<file path="src/rtl/seg_scan_arbiter.sv">
// Four-digit seven-segment scanner shared by a background source (A) and a
// req/gnt source (B); ownership and digit snapshots change only at frame ends.
module seg_scan_arbiter #(
   parameter int DWELL_CYCLES = 100000,
   parameter int BLANK_CYCLES = 1000,
   parameter int HOLD_FRAMES  = 1
) (
   input  logic       clk,
   input  logic       reset,
   input  logic [7:0] a_dig_0,
   input  logic [7:0] a_dig_1,
   input  logic [7:0] a_dig_2,
   input  logic [7:0] a_dig_3,
   input  logic       b_req,
   output logic       b_gnt,
   input  logic [7:0] b_dig_0,
   input  logic [7:0] b_dig_1,
   input  logic [7:0] b_dig_2,
   input  logic [7:0] b_dig_3,
   output logic [3:0] an,
   output logic [7:0] sseg
);

   localparam int TICK_W = (DWELL_CYCLES > 1) ? $clog2(DWELL_CYCLES) : 1;
   localparam int HOLD_W = $clog2(HOLD_FRAMES + 1);
   localparam logic [TICK_W-1:0] TICK_LAST = TICK_W'(DWELL_CYCLES - 1);
   localparam logic [HOLD_W-1:0] HOLD_LAST = HOLD_W'(HOLD_FRAMES - 1);

   typedef enum logic {OWN_A, OWN_B} owner_t;

   logic [TICK_W-1:0] r_tick;
   logic [1:0]        r_sel;
   owner_t            r_owner;
   owner_t            w_owner_nxt;
   logic [HOLD_W-1:0] r_hold_cnt;
   logic [HOLD_W-1:0] w_hold_nxt;
   logic [7:0]        r_snap [4];
   logic              r_valid;
   logic [3:0]        r_an;
   logic [7:0]        r_sseg;
   logic              r_b_gnt;

   logic              w_tick_wrap;
   logic              w_frame_end;
   logic              w_blank;
   logic [7:0]        w_a_dig [4];
   logic [7:0]        w_b_dig [4];

   assign w_a_dig[0] = a_dig_0;
   assign w_a_dig[1] = a_dig_1;
   assign w_a_dig[2] = a_dig_2;
   assign w_a_dig[3] = a_dig_3;
   assign w_b_dig[0] = b_dig_0;
   assign w_b_dig[1] = b_dig_1;
   assign w_b_dig[2] = b_dig_2;
   assign w_b_dig[3] = b_dig_3;

   assign w_tick_wrap = (r_tick == TICK_LAST);
   assign w_frame_end = w_tick_wrap && (r_sel == 2'd3);

   // With no blanking window the comparison would be constant, so elide it.
   generate
      if (BLANK_CYCLES == 0) begin : g_no_blank
         assign w_blank = 1'b0;
      end else begin : g_blank
         localparam logic [TICK_W-1:0] BLANK_T = TICK_W'(BLANK_CYCLES);
         assign w_blank = (r_tick < BLANK_T);
      end
   endgenerate

   always_ff @(posedge clk) begin
      if (reset) begin
         r_tick <= '0;
         r_sel  <= '0;
      end else begin
         // NOTE: sequential state uses non-blocking assignments so every register samples pre-edge values.
         r_tick <= w_tick_wrap ? '0 : r_tick + 1'b1;
         if (w_tick_wrap) r_sel <= r_sel + 2'd1;
      end
   end

   always_ff @(posedge clk) begin
      if (reset) begin
         r_owner    <= OWN_A;
         r_hold_cnt <= '0;
         r_b_gnt    <= 1'b0;
      end else begin
         r_owner    <= w_owner_nxt;
         r_hold_cnt <= w_hold_nxt;
         r_b_gnt    <= (w_owner_nxt == OWN_B);
      end
   end

   always_comb begin
      // NOTE: defaults first keep every path assigned, so no latch is inferred.
      w_owner_nxt = r_owner;
      w_hold_nxt  = r_hold_cnt;
      if (w_frame_end) begin
         case (r_owner)
            OWN_A: begin
               if (b_req) begin
                  w_owner_nxt = OWN_B;
                  w_hold_nxt  = '0;
               end
            end
            OWN_B: begin
               if (!b_req && (r_hold_cnt == HOLD_LAST)) begin
                  w_owner_nxt = OWN_A;
               end else if (r_hold_cnt != HOLD_LAST) begin
                  w_hold_nxt = r_hold_cnt + 1'b1;
               end
            end
            default: w_owner_nxt = OWN_A;
         endcase
      end
   end

   // r_valid keeps the very first frame after reset fully dark (anodes off too).
   always_ff @(posedge clk) begin
      if (reset) begin
         // NOTE: the four snapshot registers are reset so the first frame is dark, not X.
         for (int i = 0; i < 4; i++) r_snap[i] <= 8'hFF;
         r_valid <= 1'b0;
      end else if (w_frame_end) begin
         for (int i = 0; i < 4; i++)
            r_snap[i] <= (w_owner_nxt == OWN_B) ? w_b_dig[i] : w_a_dig[i];
         r_valid <= 1'b1;
      end
   end

   always_ff @(posedge clk) begin
      if (reset) begin
         r_an   <= 4'b1111;
         r_sseg <= 8'hFF;
      end else if (w_blank || !r_valid) begin
         r_an   <= 4'b1111;
         r_sseg <= 8'hFF;
      end else begin
         r_an   <= ~(4'b0001 << r_sel);
         r_sseg <= r_snap[r_sel];
      end
   end

   assign an    = r_an;
   assign sseg  = r_sseg;
   assign b_gnt = r_b_gnt;

endmodule

</file>
<file path="config.mk">
export PLATFORM = sky130hd
export DESIGN_NAME = seg_scan_arbiter
export DESIGN_NICKNAME = d
export VERILOG_FILES = /design/src/rtl/seg_scan_arbiter.sv
export SDC_FILE = /design/constraint.sdc
export NUM_CORES = 1
export LEC_CHECK = 0
export ABC_AREA = 1
export CORE_MARGIN = 3
export CORE_UTILIZATION = 49
export DETAILED_ROUTE_END_ITERATION = 12
export MAX_ROUTING_LAYER = met4
export PLACE_DENSITY = 0.79
export SYNTH_ARGS = -nofsm -noshare
export SYNTH_HDL_FRONTEND = slang
export SYNTH_SLANG_ARGS = --single-unit
</file>
<file path="constraint.sdc">
create_clock -name clk -period 2.7 [get_ports clk]
set_clock_uncertainty 0.1 [all_clocks]
set_input_delay 0.405 -clock clk [delete_from_list [all_inputs] [get_ports clk]]
set_output_delay 0.405 -clock clk [all_outputs]
set_load 0.005 [all_outputs]
</file>
; ---- Word level (Yosys, flattened, before mapping)
; Memory sizes are Yosys's and may differ from the RTL's. A register that Yosys moved wholly into a read port is not among the register bits.
; Cells that the tools add are included.
[totals]
word_cells = 52
latchBits = 0
out_inout_bits = 13
input_bits = 67
mem_bits_ro = 0
mem_bits_rw = 32
regBits = 26
mem_count = 1
[op_classes]
n_eq_ne = 4
reduce_logical = 8
bitwise_logic = 7
mul = 0
n_mux = 21
shift = 1
order_cmp = 1
add_sub_neg = 3
div = 0
[mem_list]
columns = memory, depth, width, rd, rd_ports_with_merged_regs, wr, line
row1 = r_snap, 4, 8, 1, 1, 4, 37  ; logic [7:0] r_snap [4];
[ops]
columns = op, count
row1 = $mux W8, 8
row2 = $add A17 B1 Y17 const B, 1
row3 = $eq A17 B17 Y1 const B, 1
row4 = $lt A17 B10 Y1 const B, 1
row5 = $mux W1, 11
row6 = $ne A2 B2 Y1 const B, 2
row7 = $not A4 Y4, 1
row8 = $or A1 B1 Y1, 4
row9 = $pmux W1 S2, 2
row10 = $reduce_or A2 Y1, 2
row11 = $shl A1 B2 Y4 const A, 1
row12 = $reduce_and A3 Y1, 1
row13 = $add A2 B1 Y2 const B, 1
row14 = $eq A2 B2 Y1 const B, 1
row15 = $logic_and A1 B1 Y1, 2
row16 = $logic_not A1 Y1, 2
row17 = $not A1 Y1, 2
row18 = $add A1 B1 Y1 const B, 1
row19 = $logic_or A1 B1 Y1, 1

; ---- Longest topological paths before layout
[depth]
ltp_word = 7
depth_mapped = 10
ltp_nobuf = 9

; ---- Worst setup path after synthesis
; No wires, ideal clock.
[synth_timing]
path_type = reg2reg
from = reg r_tick[0]
to = mem r_snap[0][0] (enable)
n_path_buf = 0
synth_period_minus_slack_ns = 2.180
t_required_ns = 2.211
t_arrival_ns = 1.691
stages_incl_launch_ff = 6
setup_slack_ns = 0.520
setup_ns = 0.389
path_cell_list = dfxtp_1 > ha_1 > nand2_1 > nor2_8 > nand4_2 > nand2_1
[synth_rtl]
columns = item, line
row1 = from (decl), 31  ; logic [TICK_W-1:0] r_tick;
row2 = from (signal assigned), 77  ; r_tick <= w_tick_wrap ? '0 : r_tick + 1'b1;
row3 = to (decl), 37

==> impl_metrics.yaml <==
run_status:
  outcome: "completed"
timing:
  tightest_slew_ps: 717
  hold_slack_ps: 347
  smallest_setup_slack_after_layout_ps: 549
  report.final.hold_viol_count: 0
  grt_setup_unrepaired: "no"
  setup_viol: 0
  layout_min_cycle_time_ps: 2150
  min_period_over_period_pct: 79.7
  max_freq_mhz: 465
  setup_tns_ps: 0
  slew_viol_final: 0
  maxSlewHeadroom_pct: 52.0
route:
  first_iter_violations: 188
  route.vias.total: 2998
  avgViaCountPerCell: 5.69
  post_drt_antenna_nets: 0
  wl_per_cell_um: 14.7
  drt_first_pass_iters: 5
  routed_wirelength_um: 7720
  drcViolationCount: 0
clock_network:
  cts-buffers-inserted: 9
  cts_post_setup_buffers_inserted: 0
  worst_skew_pair.late_latency_ps: 330
  root_buf_cell: "sky130_fd_sc_hd__clkbuf_8"
  cts_htree_levels: 3
  post_cts.resized_instances: 0
  cts_hold_buf: 0
  clkTransAtPathRegs_ps: 60
  cts_buffer_depth: 2
  cts_tree: "built"
  numClockSinks: 65
worst_setup_path:
  cp_data_required_time_ps: 2660
  setup.worst_path.end_class: "register"
  cp_max_fo: 33
  crit_path_start_kind: "register"
  critPathArrivalTime_ps: 2110
  critPathKind: "register to register"
global_routing:
  grt_antenna_before_repair: 0
  wire_length_of_the_first_global_routing_pass_um: 12700
  grt_pass1_vias: 2768
  gr_overflow_total: 0
  largest_net_degree_at_the_start_of_global_routing: 34
  track_usage_pct: 22.2
floorplan:
  floorplan.die_area_mm2: 0.00765
  initial_core_utilization_pct: 50.9
  die_y_um: 87.5
  io-pin-count: 80
  fp.coreArea_mm2: 0.00639
  dieWidth_um: 87.5
  placementRows: 29
yosys:
  count_of_state_elements_after_synthesis: 65
  muxShareOfSynthArea_pct: 0
  synth_top_family_by_area: "simple AND/OR/NAND/NOR gates"
  syn-cell-area_mm2: 0.00325
  synthCells: 371
  ys_warn_count: 0
  syn_nets: 443
  synth_top_area_share_pct: 29.5
  share_of_synthesized_area_occupied_by_flip_flops_and_latches_pct: 49.9
  synth-compound-area-share_pct: 6.89
  share_of_synthesized_cell_area_in_and_or_nand_and_nor_gates_pct: 33.4
  yosys-top-cells-area: "sky130_fd_sc_hd__edfxtp_1 30%, sky130_fd_sc_hd__dfxtp_1 20%, sky130_fd_sc_hd__nand3_1 17%, sky130_fd_sc_hd__nor2_1 4.6%, sky130_fd_sc_hd__o21ai_0 2.9%"
  synth_xor_area_share_pct: 1.35
  avgSynthCellArea_um2: 8.77
  synth_fa_ha_area_share_pct: 1.92
  synth_area_leader_cell: "sky130_fd_sc_hd__edfxtp_1"
  ys_types: 36
finish:
  area.growth.synth_to_final_pct: 30.2
  layout.cells.most_common_list: "111 x sky130_fd_sc_hd__nand3_1, 79 x sky130_fd_sc_hd__clkdlybuf4s50_1, 40 x sky130_fd_sc_hd__nor2_1"
  fin_cells: 527
  share_of_the_core_filled_with_cells_in_the_final_layout_pct: 66.3
  finalNetCount: 517
  num-fill-cells: 526
  insertedDiodeCount: 0
  layout.cells.most_common: "sky130_fd_sc_hd__nand3_1"
  post_route_cells_drive_above_1_share_pct: 7.78
  final_area_mm2: 0.00424
placement:
  placed_cells_incl_taps: 511
  gp_congestion: 0.865
  port_buffers: 79
  final_hpwl_from_detailed_placement_um: 5590
  placement.setup.worst_slack_ps: 557
  placedInstanceArea_mm2: 0.00405
min_path:
  hp-class: "register to register"
pwr:
  p_leak_nw: 1.48
  fin_total_pwr_mw: 1.95
  cellPowerDensity_mw_per_mm2: 460
  vdd.ir_drop.worst_uv: 308
run:
  timing.max_cap.violations: 0
==> cell usage after synthesis <==
master and number:
sky130_fd_sc_hd__nor2_2 2, sky130_fd_sc_hd__nor3_4 1, sky130_fd_sc_hd__nand4_1 4, sky130_fd_sc_hd__nand3b_1 8, sky130_fd_sc_hd__nor4_1 1, sky130_fd_sc_hd__nor2_4 2
sky130_fd_sc_hd__edfxtp_1 32, sky130_fd_sc_hd__nor2_1 40, sky130_fd_sc_hd__nor3_1 7, sky130_fd_sc_hd__a21oi_1 10, sky130_fd_sc_hd__buf_1 1, sky130_fd_sc_hd__ha_1 5
sky130_fd_sc_hd__xnor2_1 1, sky130_fd_sc_hd__dfxtp_1 33, sky130_fd_sc_hd__nand3_4 1, sky130_fd_sc_hd__buf_4 5, sky130_fd_sc_hd__clkbuf_1 2, sky130_fd_sc_hd__nand2_2 4
sky130_fd_sc_hd__nand2_1 24, sky130_fd_sc_hd__xor2_1 4, sky130_fd_sc_hd__nand3_1 111, sky130_fd_sc_hd__a211oi_1 1, sky130_fd_sc_hd__o21ai_0 19, sky130_fd_sc_hd__inv_2 3
sky130_fd_sc_hd__buf_2 11, sky130_fd_sc_hd__and3_1 1, sky130_fd_sc_hd__o31ai_1 1, sky130_fd_sc_hd__o211ai_1 1, sky130_fd_sc_hd__buf_6 2, sky130_fd_sc_hd__o22ai_1 8
sky130_fd_sc_hd__nand3_2 2, sky130_fd_sc_hd__nor2_8 1, sky130_fd_sc_hd__a31oi_1 1, sky130_fd_sc_hd__nand4_2 2, sky130_fd_sc_hd__inv_1 19, sky130_fd_sc_hd__clkinv_1 1
==> sequential cells by signal, summed over array words and instances, names as in the netlist, named ones only <==
signal and count:
sseg 8, an 4, r_valid 1, r_sel 2, r_snap 32, r_tick 17
==> worst max-delay path, stage by stage, from the launching register on <==
cell and delay [ps]:
sky130_fd_sc_hd__dfxtp_1 350, sky130_fd_sc_hd__ha_1 180, sky130_fd_sc_hd__nand2_1 140, sky130_fd_sc_hd__nor2_8 200
sky130_fd_sc_hd__nand3_2 120, sky130_fd_sc_hd__nor2_4 140, sky130_fd_sc_hd__nand3_4 320, sky130_fd_sc_hd__nand3_1 230
sky130_fd_sc_hd__nand3_1 110
==> final cells by class <==
class                   instances  area [um2]  area share (%)
flip-flops and latches         65        1620            38.3
repair buffers                 84         828            19.6
clock buffers                  14         174            4.11
multi-input cells             262        1420            33.5
well taps                      77        96.3            2.27
clock inverters                 2        11.3           0.266
inverters                      23        86.3            2.04
==> worst paths after layout <==
| kind | cells past startpoint | slack, ps | start | end |
|---|---|---|---|---|
| max | 8 | 550 | r_tick[0] | r_snap[1][1] |
| min | 1 | 350 | r_tick[0] | r_tick[0] |
| max reg2reg | 8 | 550 | r_tick[0] | r_snap[1][1] |
| min reg2reg | 1 | 350 | r_tick[0] | r_tick[0] |
==> power by group <==
group	total, mW	leakage (nW)	switching, mW	internal [mW]
clock	0.751	0.0895	0.339	0.412
sequential	1.05	0.536	0.00682	1.05
combinational	0.142	0.852	0.0432	0.0992
==> routing by layer <==
metal	track usage [%]	vias up	share of wire [%]
li1	-	1455	-
met2	31.6	128	46
met3	4.73	21	7.2
met1	30.2	1394	44
met5	-	-	0
met4	10.5	0	2.4
==> cell families after synthesis <==
family / count (synthesis)
AO/OA/AOI/OAI: 41
adder cells (fa/ha/maj): 5
XOR/XNOR: 5
buffers and inverters: 44
AND/OR/NAND/NOR: 211
flip-flops: 65
Note: power is estimated with default switching activity, not from simulation.
